[config.mk]
export PLATFORM = sky130hd
export DESIGN_NAME = mem_port_arbiter
export DESIGN_NICKNAME = d
export VERILOG_FILES = /design/src/rtl/mem_arb_pkg.sv /design/src/rtl/mem_port_arbiter_rr_arbiter2.sv /design/src/rtl/mem_port_arbiter.sv
export SDC_FILE = /design/constraint.sdc
export NUM_CORES = 1
export LEC_CHECK = 0
export CAP_MARGIN = 15
export CORE_AREA = 2 2 192 194
export DETAILED_ROUTE_END_ITERATION = 8
export DIE_AREA = 0 0 194 196
export GPL_TIMING_DRIVEN = 0
export SETUP_SLACK_MARGIN = 0.02
export SYNTH_ARGS = -nofsm -noshare
export SYNTH_HDL_FRONTEND = slang
export SYNTH_HIERARCHICAL = 1
export SYNTH_SLANG_ARGS = --single-unit
[constraint.sdc]
create_clock -name clock -period 1.7 [get_ports clock]
set_input_delay 0.51 -clock clock [delete_from_list [all_inputs] [get_ports clock]]
set_output_delay 0.51 -clock clock [all_outputs]
set_load 0.02 [all_outputs]
[src/rtl/mem_arb_pkg.sv]
// mem_arb_pkg
// Shared types for the data-memory port arbiter: the transaction FSM states
// and the identity of the two requesters (instruction fetch and load/store).
package mem_arb_pkg;

  typedef enum logic [1:0] {
    IDLE  = 2'd0,
    ISSUE = 2'd1,
    WAIT  = 2'd2,
    RESP  = 2'd3
  } state_t;

  typedef enum logic {
    REQ_IF = 1'b0,
    REQ_LS = 1'b1
  } req_id_t;

endpackage

[src/rtl/mem_port_arbiter_rr_arbiter2.sv]
// rr_arbiter2
// Combinational 2-way round-robin pick between the fetch and load/store
// requesters.
// Ports:
//   if_req, ls_req : request levels from the two requesters
//   last_gnt       : requester that won the previous arbitration
//   valid          : at least one request is present
//   pick           : selected requester (only meaningful when valid=1)
module rr_arbiter2
  import mem_arb_pkg::*;
(
  input  logic    if_req,
  input  logic    ls_req,
  input  req_id_t last_gnt,
  output logic    valid,
  output req_id_t pick
);

  // A lone request always wins; on a conflict the requester that did not win
  // last time gets the port, so neither side can starve the other.
  always_comb begin
    valid = if_req | ls_req;
    pick  = REQ_IF;
    if (if_req && ls_req) begin
      pick = (last_gnt == REQ_IF) ? REQ_LS : REQ_IF;
    end else if (ls_req) begin
      pick = REQ_LS;
    end
  end

endmodule

[src/rtl/mem_port_arbiter.sv]
// mem_port_arbiter
// Shares the single 64-bit data memory port between instruction fetch (IF)
// and load/store (LS). Each accepted request is sequenced as
// IDLE -> ISSUE -> WAIT -> RESP -> IDLE (stores go ISSUE -> RESP directly).
// Ports:
//   clock, reset          : single clock, synchronous active-high reset
//   if_req/if_addr        : fetch request level and byte address
//   if_gnt/if_done        : 1-cycle accept / data-valid pulses for fetch
//   if_rdata              : 32-bit instruction word picked by address bit 2
//   ls_req/ls_we/ls_addr/ls_wdata : load/store request, direction, operands
//   ls_gnt/ls_done        : 1-cycle accept / complete pulses for load/store
//   ls_rdata              : load data, zero after a store
//   mem_addr/mem_wdata/mem_wr/mem_rdata : memory port
//   busy                  : high whenever a transaction is in progress
module mem_port_arbiter
  import mem_arb_pkg::*;
#(
  parameter int ADDR_W  = 64,
  parameter int DATA_W  = 64,
  parameter int MEM_LAT = 1
) (
  input  logic              clock,
  input  logic              reset,
  input  logic              if_req,
  input  logic [ADDR_W-1:0] if_addr,
  output logic              if_gnt,
  output logic              if_done,
  output logic [31:0]       if_rdata,
  input  logic              ls_req,
  input  logic              ls_we,
  input  logic [ADDR_W-1:0] ls_addr,
  input  logic [DATA_W-1:0] ls_wdata,
  output logic              ls_gnt,
  output logic              ls_done,
  output logic [DATA_W-1:0] ls_rdata,
  output logic [ADDR_W-1:0] mem_addr,
  output logic [DATA_W-1:0] mem_wdata,
  output logic              mem_wr,
  input  logic [DATA_W-1:0] mem_rdata,
  output logic              busy
);

  localparam int CNT_W = (MEM_LAT > 1) ? $clog2(MEM_LAT) : 1;

  generate
    if (MEM_LAT < 1) begin : g_bad_lat
      $error("mem_port_arbiter: MEM_LAT must be >= 1");
    end
    if (DATA_W < 64) begin : g_bad_data
      $error("mem_port_arbiter: DATA_W must be at least 64");
    end
    if (ADDR_W < 3) begin : g_bad_addr
      $error("mem_port_arbiter: ADDR_W must be at least 3");
    end
  endgenerate

  state_t             state_q;
  state_t             state_n;
  req_id_t            last_gnt_q;
  req_id_t            sel_q;
  logic [ADDR_W-1:0]  addr_q;
  logic               we_q;
  logic [DATA_W-1:0]  wdata_q;
  logic [DATA_W-1:0]  rdata_q;
  logic               half_q;
  logic [CNT_W-1:0]   cnt_q;
  logic               arb_valid;
  req_id_t            arb_pick;

  rr_arbiter2 u_rr (
    .if_req   (if_req),
    .ls_req   (ls_req),
    .last_gnt (last_gnt_q),
    .valid    (arb_valid),
    .pick     (arb_pick)
  );

  // Next-state logic. Loads and fetches always spend MEM_LAT cycles in WAIT;
  // the last WAIT cycle is the one in which mem_rdata is sampled, so the
  // response reaches the requester MEM_LAT+2 cycles after the request was
  // seen in IDLE. Requests are only looked at in IDLE.
  always_comb begin
    state_n = state_q;
    case (state_q)
      IDLE:    if (arb_valid) state_n = ISSUE;
      ISSUE:   state_n = we_q ? RESP : WAIT;
      WAIT:    if (cnt_q == '0) state_n = RESP;
      RESP:    state_n = IDLE;
      default: state_n = IDLE;
    endcase
  end

  // State register plus the transaction datapath. The operand latches are
  // loaded only on the accepting edge out of IDLE, so the memory port keeps
  // showing the last transaction while idle. The read data register and the
  // word-half select are loaded together on the edge into RESP so both
  // rdata outputs stay stable until the next response.
  always_ff @(posedge clock) begin
    if (reset) begin
      state_q    <= IDLE;
      last_gnt_q <= REQ_LS;
      sel_q      <= REQ_IF;
      addr_q     <= '0;
      we_q       <= 1'b0;
      wdata_q    <= '0;
      rdata_q    <= '0;
      half_q     <= 1'b0;
      cnt_q      <= '0;
    end else begin
      state_q <= state_n;
      case (state_q)
        IDLE: begin
          if (arb_valid) begin
            sel_q      <= arb_pick;
            last_gnt_q <= arb_pick;
            if (arb_pick == REQ_LS) begin
              addr_q  <= ls_addr;
              we_q    <= ls_we;
              wdata_q <= ls_wdata;
            end else begin
              addr_q  <= if_addr;
              we_q    <= 1'b0;
            end
          end
        end
        ISSUE: begin
          if (we_q) begin
            rdata_q <= '0;
            half_q  <= addr_q[2];
          end else begin
            cnt_q <= CNT_W'(MEM_LAT - 1);
          end
        end
        WAIT: begin
          if (cnt_q == '0) begin
            rdata_q <= mem_rdata;
            half_q  <= addr_q[2];
          end else begin
            cnt_q <= cnt_q - 1'b1;
          end
        end
        default: begin
        end
      endcase
    end
  end

  // Handshake pulses and memory strobes are decoded from the state and the
  // latched requester id, so only one gnt and one done can ever be high.
  always_comb begin
    if_gnt  = 1'b0;
    ls_gnt  = 1'b0;
    if_done = 1'b0;
    ls_done = 1'b0;
    mem_wr  = 1'b0;
    busy    = (state_q != IDLE);
    if (state_q == ISSUE) begin
      if_gnt = (sel_q == REQ_IF);
      ls_gnt = (sel_q == REQ_LS);
      mem_wr = we_q;
    end
    if (state_q == RESP) begin
      if_done = (sel_q == REQ_IF);
      ls_done = (sel_q == REQ_LS);
    end
  end

  // Data outputs come straight from the latched registers.
  always_comb begin
    mem_addr  = addr_q;
    mem_wdata = wdata_q;
    ls_rdata  = rdata_q;
    if_rdata  = half_q ? rdata_q[63:32] : rdata_q[31:0];
  end

endmodule

==> flow_metrics.tcl <==
set metrics [dict create \
    crit_path_end_kind "output pin" \
    gr-usage-all-layers 0.1800 \
    num_vias 8726 \
    cp-start-kind "flip-flop" \
    h-tree-depth 4 \
    yosys_warnings 6 \
    cts-root-buf "clkbuf_16" \
    violations "negative setup slack" \
    synth.net_count 1190 \
    yosys.cell_types.count 29 \
    power.density_nw_per_um2 1273 \
    io_buffers 489 \
    placed_area_sq_um 14070 \
    worstPathRequired_ns 1.19 \
    holdWs_ns 0.4535 \
    start_util 0.2381 \
    postLayoutCellArea_sq_um 15760 \
    synth_cells 924 \
    antenna_found_initial 0 \
    crit_arrival_ns 1.60 \
    ys_ff_latch 198 \
    hpwl_microns 27650 \
    hold_path.class "flip-flop to flip-flop" \
    maxCapViolations 0 \
    setup_ws_ns -0.4058 \
    worst_slew_pin_slew_ns 0.9751 \
    synth_edf_count 0 \
    cts_made_buffers 17 \
    cts_tree "built" \
    syn_area_sq_um 8591 \
    synth_ff_type "dfxtp_1" \
    fin_nets 1744 \
    post-route-period-util 1.239 \
    final_cells 1959 \
    relSlewSlack 0.3500 \
    fin_util 0.4369 \
    grt_pass1_vias 8671 \
    drtPass1Iterations 5 \
    crit_type "flip-flop to output pin" \
    drive_gt1_frac 0.2991 \
    place_inst 1881 \
    hold_viol 0 \
    p_leak_nw 6.012 \
    setup_viol 91 \
    path_max_fanout 5 \
    die_x_microns 194 \
    pre_cts_slack_ns -0.9696 \
    synthArstFlopShare 0 \
    status "complete, but fails checks" \
    drcViolationCount 0 \
    ir_drop_v 0.0006744 \
    ant_nets 0 \
    clockBufferDepth 2 \
    num-fill-cells 3676 \
    fin_worst_skew_ns 0.01167 \
    synth_area_per_cell_sq_um 9.297 \
    core_sq_um 36080 \
    areaGrowthSynthToFinish_pct 83.50 \
    final_common_cell "clkdlybuf4s50_1" \
    vias_per_cell 4.454 \
    drv_slew 0 \
    timing.fmax_mhz 474.9 \
    grt_first_pass_wirelength_microns 52140 \
    wl_per_cell_microns 18.45 \
    die_y_microns 196 \
    grt_max_degree 18 \
    overflow 0 \
    top_level_ports 491 \
    drt_iter0_drc 269 \
    clk_latency_ns 0.44 \
    layout_common_cells "clkdlybuf4s50_1 (257), nand2_1 (194), dfxtp_1 (185), a21oi_1 (75), buf_6 (71)" \
    path_clk_slew_ns 0.08 \
    insertedDiodeCount 0 \
    gp_congestion 0.8318 \
    ys_seq_area_frac 0.4614 \
    num_rows 70 \
    cts_hold_buf 0 \
    rsz0062_at_grt "yes" \
    cts_sinks 198 \
    wl_microns 36150 \
    post-route-min-period_ns 2.106 \
    die-area_sq_um 38020 \
]
==> registers in the layout, indices dropped and copies added (netlist names) <==
signal and flops:
sel_q 1, half_q 1, we_q 1, mem_wdata 64
ls_rdata 64, last_gnt_q 1, mem_addr 64, state_q 2
==> worst paths after layout <==
path | start | to | slack [ns] | cells past startpoint
worst min register to register | mem_wdata[14] | mem_wdata[14] | 0.45 | 2
worst max register to register | state_q[1] | ls_rdata[45] | -0.07 | 9
worst min-delay path | mem_wdata[14] | mem_wdata[14] | 0.45 | 2
worst max-delay path | half_q | if_rdata[8] | -0.41 | 4
==> power by group <==
part	total, mW	switching [mW]	leakage, nW	internal (mW)
clock network	4.48	1.94	0.305	2.54
registers	6.11	0.558	1.62	5.55
logic	9.48	5.14	4.08	4.34
total	20.1	7.64	6.01	12.4
==> final cells by class <==
type	count	area, sq um	share of cell area
repair buffers	536	5344	0.3390
plain buffers	81	765.7	0.04858
multi-input cells	641	4424	0.2807
inverters	3	18.77	0.001191
clock buffers	19	442.9	0.02810
clock inverters	13	195.2	0.01238
flip-flops and latches	198	3988	0.2530
well taps	468	585.6	0.03715
==> layer usage <==
metal  track usage  part of all wire
met1        0.2043              0.39
met2        0.3308              0.53
met3       0.04177             0.058
met4       0.06004             0.018
met5             0                 0
==> critical path, cell delays in order (launching register included) <==
cell and delay [ns]:
dfxtp_4 0.40, buf_12 0.13, clkbuf_16 0.14, mux2_2 0.34, buf_6 0.13
==> logic make-up after synthesis <==
| family | synth area share |
|---|---|
| AOI/OAI and AO/OA | 0.1570 |
| adders and majority gates | 0.007282 |
| buffers and inverters | 0.06525 |
| DFF | 0.4614 |
| muxes | 0.1206 |
| and+or+nand+nor | 0.1885 |
==> Yosys cell counts (6+ instances only) <==
cell | number | share of area
a211oi_1 | 64 | 0.056
a21oi_1 | 82 | 0.048
a21oi_2 | 49 | 0.050
buf_12 | 6 | 0.014
buf_2 | 31 | 0.018
buf_4 | 16 | 0.014
buf_6 | 6 | 0.0079
clkbuf_1 | 20 | 0.0087
dfxtp_1 | 198 | 0.46
mux2_2 | 32 | 0.042
mux2i_1 | 66 | 0.077
nand2_1 | 196 | 0.086
nand3_1 | 16 | 0.0093
nand3_2 | 49 | 0.057
nor2_1 | 67 | 0.029
==> stage by stage <==
step / power, mW / setup TNS [ns]
floorplan: 10.74 / 0
global placement: 14.47 / -114.15
detailed placement: 14.55 / -118.03
CTS: 19.41 / -13.65
global route: 21.12 / -18.55
finish: 20.06 / -14.27
==> repair_timing <==
item	4_1_cts	5_1_grt
endpoints found under the setup margin	398	244
gates resized for setup	693	180
setup buffers	24	13
endpoints found under the hold margin	0	0
pin swaps	2	7
cloned	3	11
No activity file was read; power rests on OpenSTA's default activity.
